===== config.mk =====
export PLATFORM = sky130hd
export DESIGN_NAME = ctrl_decode_pipe
export DESIGN_NICKNAME = d
export VERILOG_FILES = /design/src/rtl/ctrl_decode_pipe.sv
export SDC_FILE = /design/constraint.sdc
export NUM_CORES = 1
export LEC_CHECK = 0
export ABC_AREA = 1
export BUFFER_PORTS_ARGS = -buffer_cell sky130_fd_sc_hd__buf_4
export CAP_MARGIN = 20
export CORE_MARGIN = 2
export CORE_UTILIZATION = 50
export CTS_BUF_LIST = sky130_fd_sc_hd__clkbuf_2 sky130_fd_sc_hd__clkbuf_4 sky130_fd_sc_hd__clkbuf_8
export CTS_CLUSTER_DIAMETER = 80
export CTS_CLUSTER_SIZE = 16
export DETAILED_ROUTE_END_ITERATION = 8
export GPL_TIMING_DRIVEN = 0
export PLACE_DENSITY_LB_ADDON = 0.15
export SYNTH_ARGS = -nofsm -noshare
export SYNTH_HDL_FRONTEND = slang
export SYNTH_SLANG_ARGS = --single-unit

===== constraint.sdc =====
create_clock -name clk -period 4.6 [get_ports clk]
set_clock_uncertainty 0.15 [all_clocks]
set_input_delay 0 -clock clk [delete_from_list [all_inputs] [get_ports clk]]
set_output_delay 0 -clock clk [all_outputs]
set_load 0.05 [all_outputs]

===== src/rtl/ctrl_decode_pipe.sv =====
// Registered MIPS control decoder at the ID/EX boundary: one instruction per cycle,
// with load-use stalling, flush bubbles, illegal-op flagging and a syscall drain/handshake FSM.
module ctrl_decode_pipe #(
    parameter int ALUOP_W      = 3,
    parameter int REG_W        = 5,
    parameter int DRAIN_CYCLES = 3
) (
    input  logic                 clk,
    input  logic                 reset,
    input  logic [31:0]          instr,
    input  logic                 instr_valid,
    input  logic                 idex_memread,
    input  logic [REG_W-1:0]     idex_rt,
    input  logic                 branch_taken,
    input  logic                 syscall_ack,
    output logic [ALUOP_W+1:0]   ex_ctrl,
    output logic [1:0]           mem_ctrl,
    output logic [1:0]           wb_ctrl,
    output logic                 jump,
    output logic                 branch,
    output logic                 jr_ctrl,
    output logic                 jal_ctrl,
    output logic                 syscall_ctrl,
    output logic                 ctrl_valid,
    output logic                 stall,
    output logic                 illegal,
    output logic                 syscall_req
);

    typedef enum logic [1:0] {
        ST_RUN   = 2'd0,
        ST_DRAIN = 2'd1,
        ST_WAIT  = 2'd2
    } state_t;

    state_t             state_reg;
    logic [3:0]         drain_cnt_reg;
    logic [ALUOP_W+1:0] ex_ctrl_reg;
    logic [1:0]         mem_ctrl_reg;
    logic [1:0]         wb_ctrl_reg;
    logic               jump_reg;
    logic               branch_reg;
    logic               jr_reg;
    logic               jal_reg;
    logic               syscall_reg;
    logic               ctrl_valid_reg;
    logic               illegal_reg;
    logic               syscall_req_reg;

    logic [5:0]         op;
    logic [5:0]         funct;
    logic [REG_W-1:0]   rs;
    logic [REG_W-1:0]   rt;
    logic               uses_rt;
    logic               load_use;
    logic               accept;
    logic               unused_instr_bits;

    assign op    = instr[31:26];
    assign funct = instr[5:0];
    assign rs    = REG_W'(instr[25:21]);
    assign rt    = REG_W'(instr[20:16]);
    assign unused_instr_bits = ^instr[15:6];

    // rt is only a source operand for R-type, branches and stores
    assign uses_rt  = (op == 6'h00) || (op == 6'h04) || (op == 6'h05) || (op == 6'h2B);
    assign load_use = idex_memread && (idex_rt != '0)
                      && ((idex_rt == rs) || ((idex_rt == rt) && uses_rt));
    assign stall    = load_use || (state_reg != ST_RUN);
    assign accept   = (state_reg == ST_RUN) && !branch_taken && !load_use && instr_valid;

    logic       dec_reg_dst;
    logic       dec_alu_src;
    logic [2:0] dec_alu_op;
    logic       dec_mem_write;
    logic       dec_mem_read;
    logic       dec_reg_write;
    logic       dec_mem_to_reg;
    logic       dec_jump;
    logic       dec_branch;
    logic       dec_jr;
    logic       dec_jal;
    logic       dec_syscall;
    logic       dec_legal;

    always_comb begin
        dec_reg_dst    = 1'b0;
        dec_alu_src    = 1'b0;
        dec_alu_op     = 3'b000;
        dec_mem_write  = 1'b0;
        dec_mem_read   = 1'b0;
        dec_reg_write  = 1'b0;
        dec_mem_to_reg = 1'b0;
        dec_jump       = 1'b0;
        dec_branch     = 1'b0;
        dec_jr         = 1'b0;
        dec_jal        = 1'b0;
        dec_syscall    = 1'b0;
        dec_legal      = 1'b1;
        case (op)
            6'h00: begin
                dec_reg_dst   = 1'b1;
                dec_reg_write = 1'b1;
                case (funct)
                    6'h20: dec_alu_op = 3'b010;
                    6'h22: dec_alu_op = 3'b110;
                    6'h24: dec_alu_op = 3'b000;
                    6'h25: dec_alu_op = 3'b001;
                    6'h2A: dec_alu_op = 3'b111;
                    6'h08: begin
                        dec_jump      = 1'b1;
                        dec_jr        = 1'b1;
                        dec_reg_write = 1'b0;
                    end
                    6'h0C: dec_syscall = 1'b1;
                    6'h00: begin
                        dec_reg_dst   = 1'b0;
                        dec_reg_write = 1'b0;
                    end
                    default: dec_legal = 1'b0;
                endcase
            end
            6'h0F: begin
                dec_alu_op    = 3'b011;
                dec_reg_write = 1'b1;
                dec_alu_src   = 1'b1;
            end
            6'h02: dec_jump = 1'b1;
            6'h03: begin
                dec_jump      = 1'b1;
                dec_reg_write = 1'b1;
                dec_jal       = 1'b1;
            end
            6'h08, 6'h09: begin
                dec_alu_op    = 3'b010;
                dec_reg_write = 1'b1;
                dec_alu_src   = 1'b1;
            end
            6'h0D: begin
                dec_alu_op    = 3'b001;
                dec_reg_write = 1'b1;
                dec_alu_src   = 1'b1;
            end
            6'h04, 6'h05: begin
                dec_alu_op = 3'b110;
                dec_branch = 1'b1;
            end
            6'h23: begin
                dec_alu_op     = 3'b010;
                dec_mem_read   = 1'b1;
                dec_mem_to_reg = 1'b1;
                dec_reg_write  = 1'b1;
                dec_alu_src    = 1'b1;
            end
            6'h2B: begin
                dec_alu_op    = 3'b010;
                dec_alu_src   = 1'b1;
                dec_mem_write = 1'b1;
            end
            default: dec_legal = 1'b0;
        endcase
    end

    // Every edge registers a bubble unless a legal instruction is accepted in RUN.
    always_ff @(posedge clk or posedge reset) begin
        if (reset) begin
            state_reg       <= ST_RUN;
            drain_cnt_reg   <= 4'd0;
            ex_ctrl_reg     <= '0;
            mem_ctrl_reg    <= 2'b00;
            wb_ctrl_reg     <= 2'b00;
            jump_reg        <= 1'b0;
            branch_reg      <= 1'b0;
            jr_reg          <= 1'b0;
            jal_reg         <= 1'b0;
            syscall_reg     <= 1'b0;
            ctrl_valid_reg  <= 1'b0;
            illegal_reg     <= 1'b0;
            syscall_req_reg <= 1'b0;
        end else begin
            ex_ctrl_reg    <= '0;
            mem_ctrl_reg   <= 2'b00;
            wb_ctrl_reg    <= 2'b00;
            jump_reg       <= 1'b0;
            branch_reg     <= 1'b0;
            jr_reg         <= 1'b0;
            jal_reg        <= 1'b0;
            syscall_reg    <= 1'b0;
            ctrl_valid_reg <= 1'b0;
            illegal_reg    <= 1'b0;
            case (state_reg)
                ST_RUN: begin
                    if (accept) begin
                        if (dec_legal) begin
                            ex_ctrl_reg    <= {dec_reg_dst, dec_alu_src, ALUOP_W'(dec_alu_op)};
                            mem_ctrl_reg   <= {dec_mem_write, dec_mem_read};
                            wb_ctrl_reg    <= {dec_reg_write, dec_mem_to_reg};
                            jump_reg       <= dec_jump;
                            branch_reg     <= dec_branch;
                            jr_reg         <= dec_jr;
                            jal_reg        <= dec_jal;
                            syscall_reg    <= dec_syscall;
                            ctrl_valid_reg <= 1'b1;
                            if (dec_syscall) begin
                                state_reg     <= ST_DRAIN;
                                drain_cnt_reg <= 4'(DRAIN_CYCLES);
                            end
                        end else begin
                            illegal_reg <= 1'b1;
                        end
                    end
                end
                ST_DRAIN: begin
                    if (branch_taken) begin
                        state_reg     <= ST_RUN;
                        drain_cnt_reg <= 4'd0;
                    end else if (drain_cnt_reg == 4'd0) begin
                        state_reg       <= ST_WAIT;
                        syscall_req_reg <= 1'b1;
                    end else begin
                        drain_cnt_reg <= drain_cnt_reg - 4'd1;
                    end
                end
                ST_WAIT: begin
                    if (syscall_ack) begin
                        state_reg       <= ST_RUN;
                        syscall_req_reg <= 1'b0;
                    end
                end
                default: state_reg <= ST_RUN;
            endcase
        end
    end

    assign ex_ctrl      = ex_ctrl_reg;
    assign mem_ctrl     = mem_ctrl_reg;
    assign wb_ctrl      = wb_ctrl_reg;
    assign jump         = jump_reg;
    assign branch       = branch_reg;
    assign jr_ctrl      = jr_reg;
    assign jal_ctrl     = jal_reg;
    assign syscall_ctrl = syscall_reg;
    assign ctrl_valid   = ctrl_valid_reg;
    assign illegal      = illegal_reg;
    assign syscall_req  = syscall_req_reg;

endmodule


==> out/results.tsv <==
stage	metric	value	unit
run_status	status	complete, no violations	
logic_synthesis	Post-synth EDFFs	0	
sta	hold_ws	0.0134	ns
logic_synthesis	average size of a mapped cell	7.27	µm²
sta	crit path time final	2.88	ns
clocking	CTS Buf Count	3	
setup_path	Critical Path Fanout Max	7	
place	DP HPWL	2.41	mm
power_and_ir_drop	Power Internal	0.302	mW
power_and_ir_drop	Gate power share	26.6	%
layout	Final Util	76.8	%
layout	commonest cells after routing, fill and taps aside	buf_4, nand2_1, nor2_1, inv_1	
logic_synthesis	Synth Area in XOR/XNOR	4.24	%
floorplan	Core Box Area	2760	µm²
min_path	hold depth	5	
power_and_ir_drop	LEAKAGE	1.12	nW
detailed_routing	DRC	0	
logic_synthesis	Cells after Synth	199	
clocking	clk slew on worst S/H paths	0.11	ns
power_and_ir_drop	Clk network pwr share	24.2	%
clocking	cts hold-fix bufs	22	
sta	Hold Fails Final Rpt	0	
sta	final setup TNS	0	ns
layout	area grow syn2layout	46.3	%
grt	vias in the first global route	1410	
setup_path	critical path's slowest cell	dlygate4sd3_1	
min_path	Hold Startpoint	instr_valid	
setup_path	Worst Path Class, Setup	in -> reg	
power_and_ir_drop	VDD IR max	0.000208	V
detailed_routing	Vias/cell	4.95	
clocking	CTS Root Cell	clkbuf_4	
logic_synthesis	Post-Synth Simple-Gate Area	40.7	%
setup_path	CP most frequent cell	dlygate4sd3_1	
setup_path	CP peak stage delay	0.59	ns
logic_synthesis	mapped cell area	1450	µm²
run	Max Cap Viol	0	
sta	Slew @ Worst Pin	0.780	ns
place	placed cell areas	1860	µm²
place	Post-Place Worst Slack	2.97	ns
grt	GRT Total Usage	21.5	%
setup_path	worst reg-to-reg path cell count	4	
setup_path	crit-path cells	dlygate4sd3_1, buf_4, nor2_1, dlygate4sd3_1, nand3_2, inv_2, nand2_1, dlygate4sd3_1, nor3_1, dlygate4sd3_1	
logic_synthesis	post-synthesis compound-gate area fraction	6.48	%
floorplan	Die ar.	3340	µm²
setup_path	CP Data Arrival Time	2.98	ns
place	Port Buf Inserts	50	
setup_path	Worst Setup SP	instr[28]	
setup_path	Worst setup EP type	register	
logic_synthesis	FF+latch count, synth	22	
clocking	post-cts resize count	0	
sta	RSZ-0062 raised after global routing	false	
logic_synthesis	syn nets	244	
min_path	Hold WC Path Type	in -> reg	
layout	Largest register FFs	5	
grt	largest net degree at the start of global routing	23	
detailed_routing	drt first pass iters	4	
detailed_routing	total routed wirelength	3.31	mm
clocking	# clock sinks	22	
logic_synthesis	sequential fraction of the synthesis area	38.0	%
detailed_routing	Final ANT Viol Nets	0	
grt	initial antenna violation count	0	
logic_synthesis	main combinational cell family by area after synthesis	simple AND/OR/NAND/NOR gates	
power_and_ir_drop	sw power	0.121	mW
clocking	CTS tree	yes	
sta	setup ws final	1.72	ns
logic_synthesis	Async SR Flop Fraction	100	%
clocking	setup bufs post-CTS	0	
power_and_ir_drop	Power per Cell Area	200	nW/µm²
detailed_routing	via count	1515	
logic_synthesis	yosys warns	0	
sta	Slew Viols, Final	0	
setup_path	RR Startpoint	state_reg[1]	
logic_synthesis	Main synth FF type	dfrtp_1	
grt	GR Overflow Total	0	
logic_synthesis	Synth Area in Adders	1.73	%
layout	commonest non-fill, non-tap cell in the layout	buf_4	
sta	Tcrit/Tclk final	62.7	%
detailed_routing	Starting DRT DRC Count	92	
layout	non-filler cells, final	306	
floorplan	Top Ports	61	
layout	Layout Nets	321	
setup_path	WP data required	4.69	ns
detailed_routing	wire per inst	10.8	µm
floorplan	chip height	57.8	µm
floorplan	chip width	57.8	µm
clocking	Worst-Skew Late Latency	0.30	ns
logic_synthesis	mux contribution to synthesized area	0	%
power_and_ir_drop	PnR Total Power	0.423	mW
layout	antenna fix cells	0	
layout	share of layout cells above drive strength 1	25.5	%
place	Placed Cells	280	
clocking	Clock Tree Buf Depth	2	
sta	Peak Freq	0.347	GHz
floorplan	Starting Density	52.5	%
clocking	H-Tree Depth	1	
setup_path	CP Launch Type	primary input	
power_and_ir_drop	switching share of power	28.7	%
power_and_ir_drop	Flop pwr share	49.2	%
layout	design area	2120	µm²
sta	endpoints failing setup	0	
sta	Slew Limit Headroom	47.9	%
logic_synthesis	Synth cell types	30	
floorplan	FP Rows	19	
place	global placer's final weighted congestion	0.829	
grt	first-pass GRT wire length	5.64	mm
[final cells by class]
class                   count  area, µm²
fillers                   209        639
plain buffers               1       7.51
repair buffers             72        596
well taps                  31       38.8
flip-flops and latches     22        551
clock buffers               4       36.3
multi-input cells         144        769
inverters                  32        120
[cell families after synthesis]
| kind of cell | after synthesis |
|---|---|
| xor gates and xnor gates | 7 |
| DFF | 22 |
| buffers and inverters | 33 |
| AOI/OAI and AO/OA | 14 |
| and+or+nand+nor | 121 |
| adders and majority gates | 2 |
[synthesized netlist by cell type, types with 2 or more instances]
| library cell | count | share of area [%] |
|---|---|---|
| nand2_1 | 41 | 11 |
| inv_1 | 30 | 7.8 |
| nor2_1 | 39 | 10 |
| inv_2 | 2 | 0.52 |
| nand2_2 | 3 | 1.3 |
| xnor2_1 | 5 | 3.0 |
| nand3_1 | 17 | 5.9 |
| xor2_1 | 2 | 1.2 |
| o21ai_0 | 4 | 1.4 |
| a21oi_1 | 6 | 2.1 |
| nor4_1 | 2 | 0.86 |
| nand4_1 | 2 | 0.86 |
| nand2_4 | 2 | 1.6 |
| dfrtp_1 | 22 | 38 |
| nor3_1 | 5 | 1.7 |
| ha_1 | 2 | 1.7 |
| nand4_2 | 2 | 1.7 |
[routing by layer]
metal,up-vias,part of all wire [%],track usage [%]
met2,66,51,39.6
met1,659,42,26.2
met4,0,0.88,5.98
met5,-,0,0
met3,4,5.8,2.46
li1,786,-,-
[path summary, 6_finish.rpt]
check,slack [ns],endpoint
max,1.72,syscall_ctrl
min,0.01,jal_ctrl
max reg2reg,2.63,syscall_ctrl
min reg2reg,0.37,syscall_req
max in group asynchronous,3.57,wb_ctrl[0]
min in group asynchronous,0.25,jr_ctrl
[critical path: cells and delay by family]
family,cells,cell delay [ns]
and+or+nand+nor,4,0.46
buffers and inverters,6,2.51
[power by group through the flow]
stage	clock [mW]	sequential (mW)	combinational [mW]
2_1_floorplan	0	0.219	0.0494
3_3_place_gp	0	0.212	0.0984
3_5_place_dp	0	0.212	0.0997
4_1_cts	0.106	0.208	0.112
5_1_grt	0.115	0.209	0.125
6_report	0.102	0.208	0.113
Power figures use the tool's default switching activity.
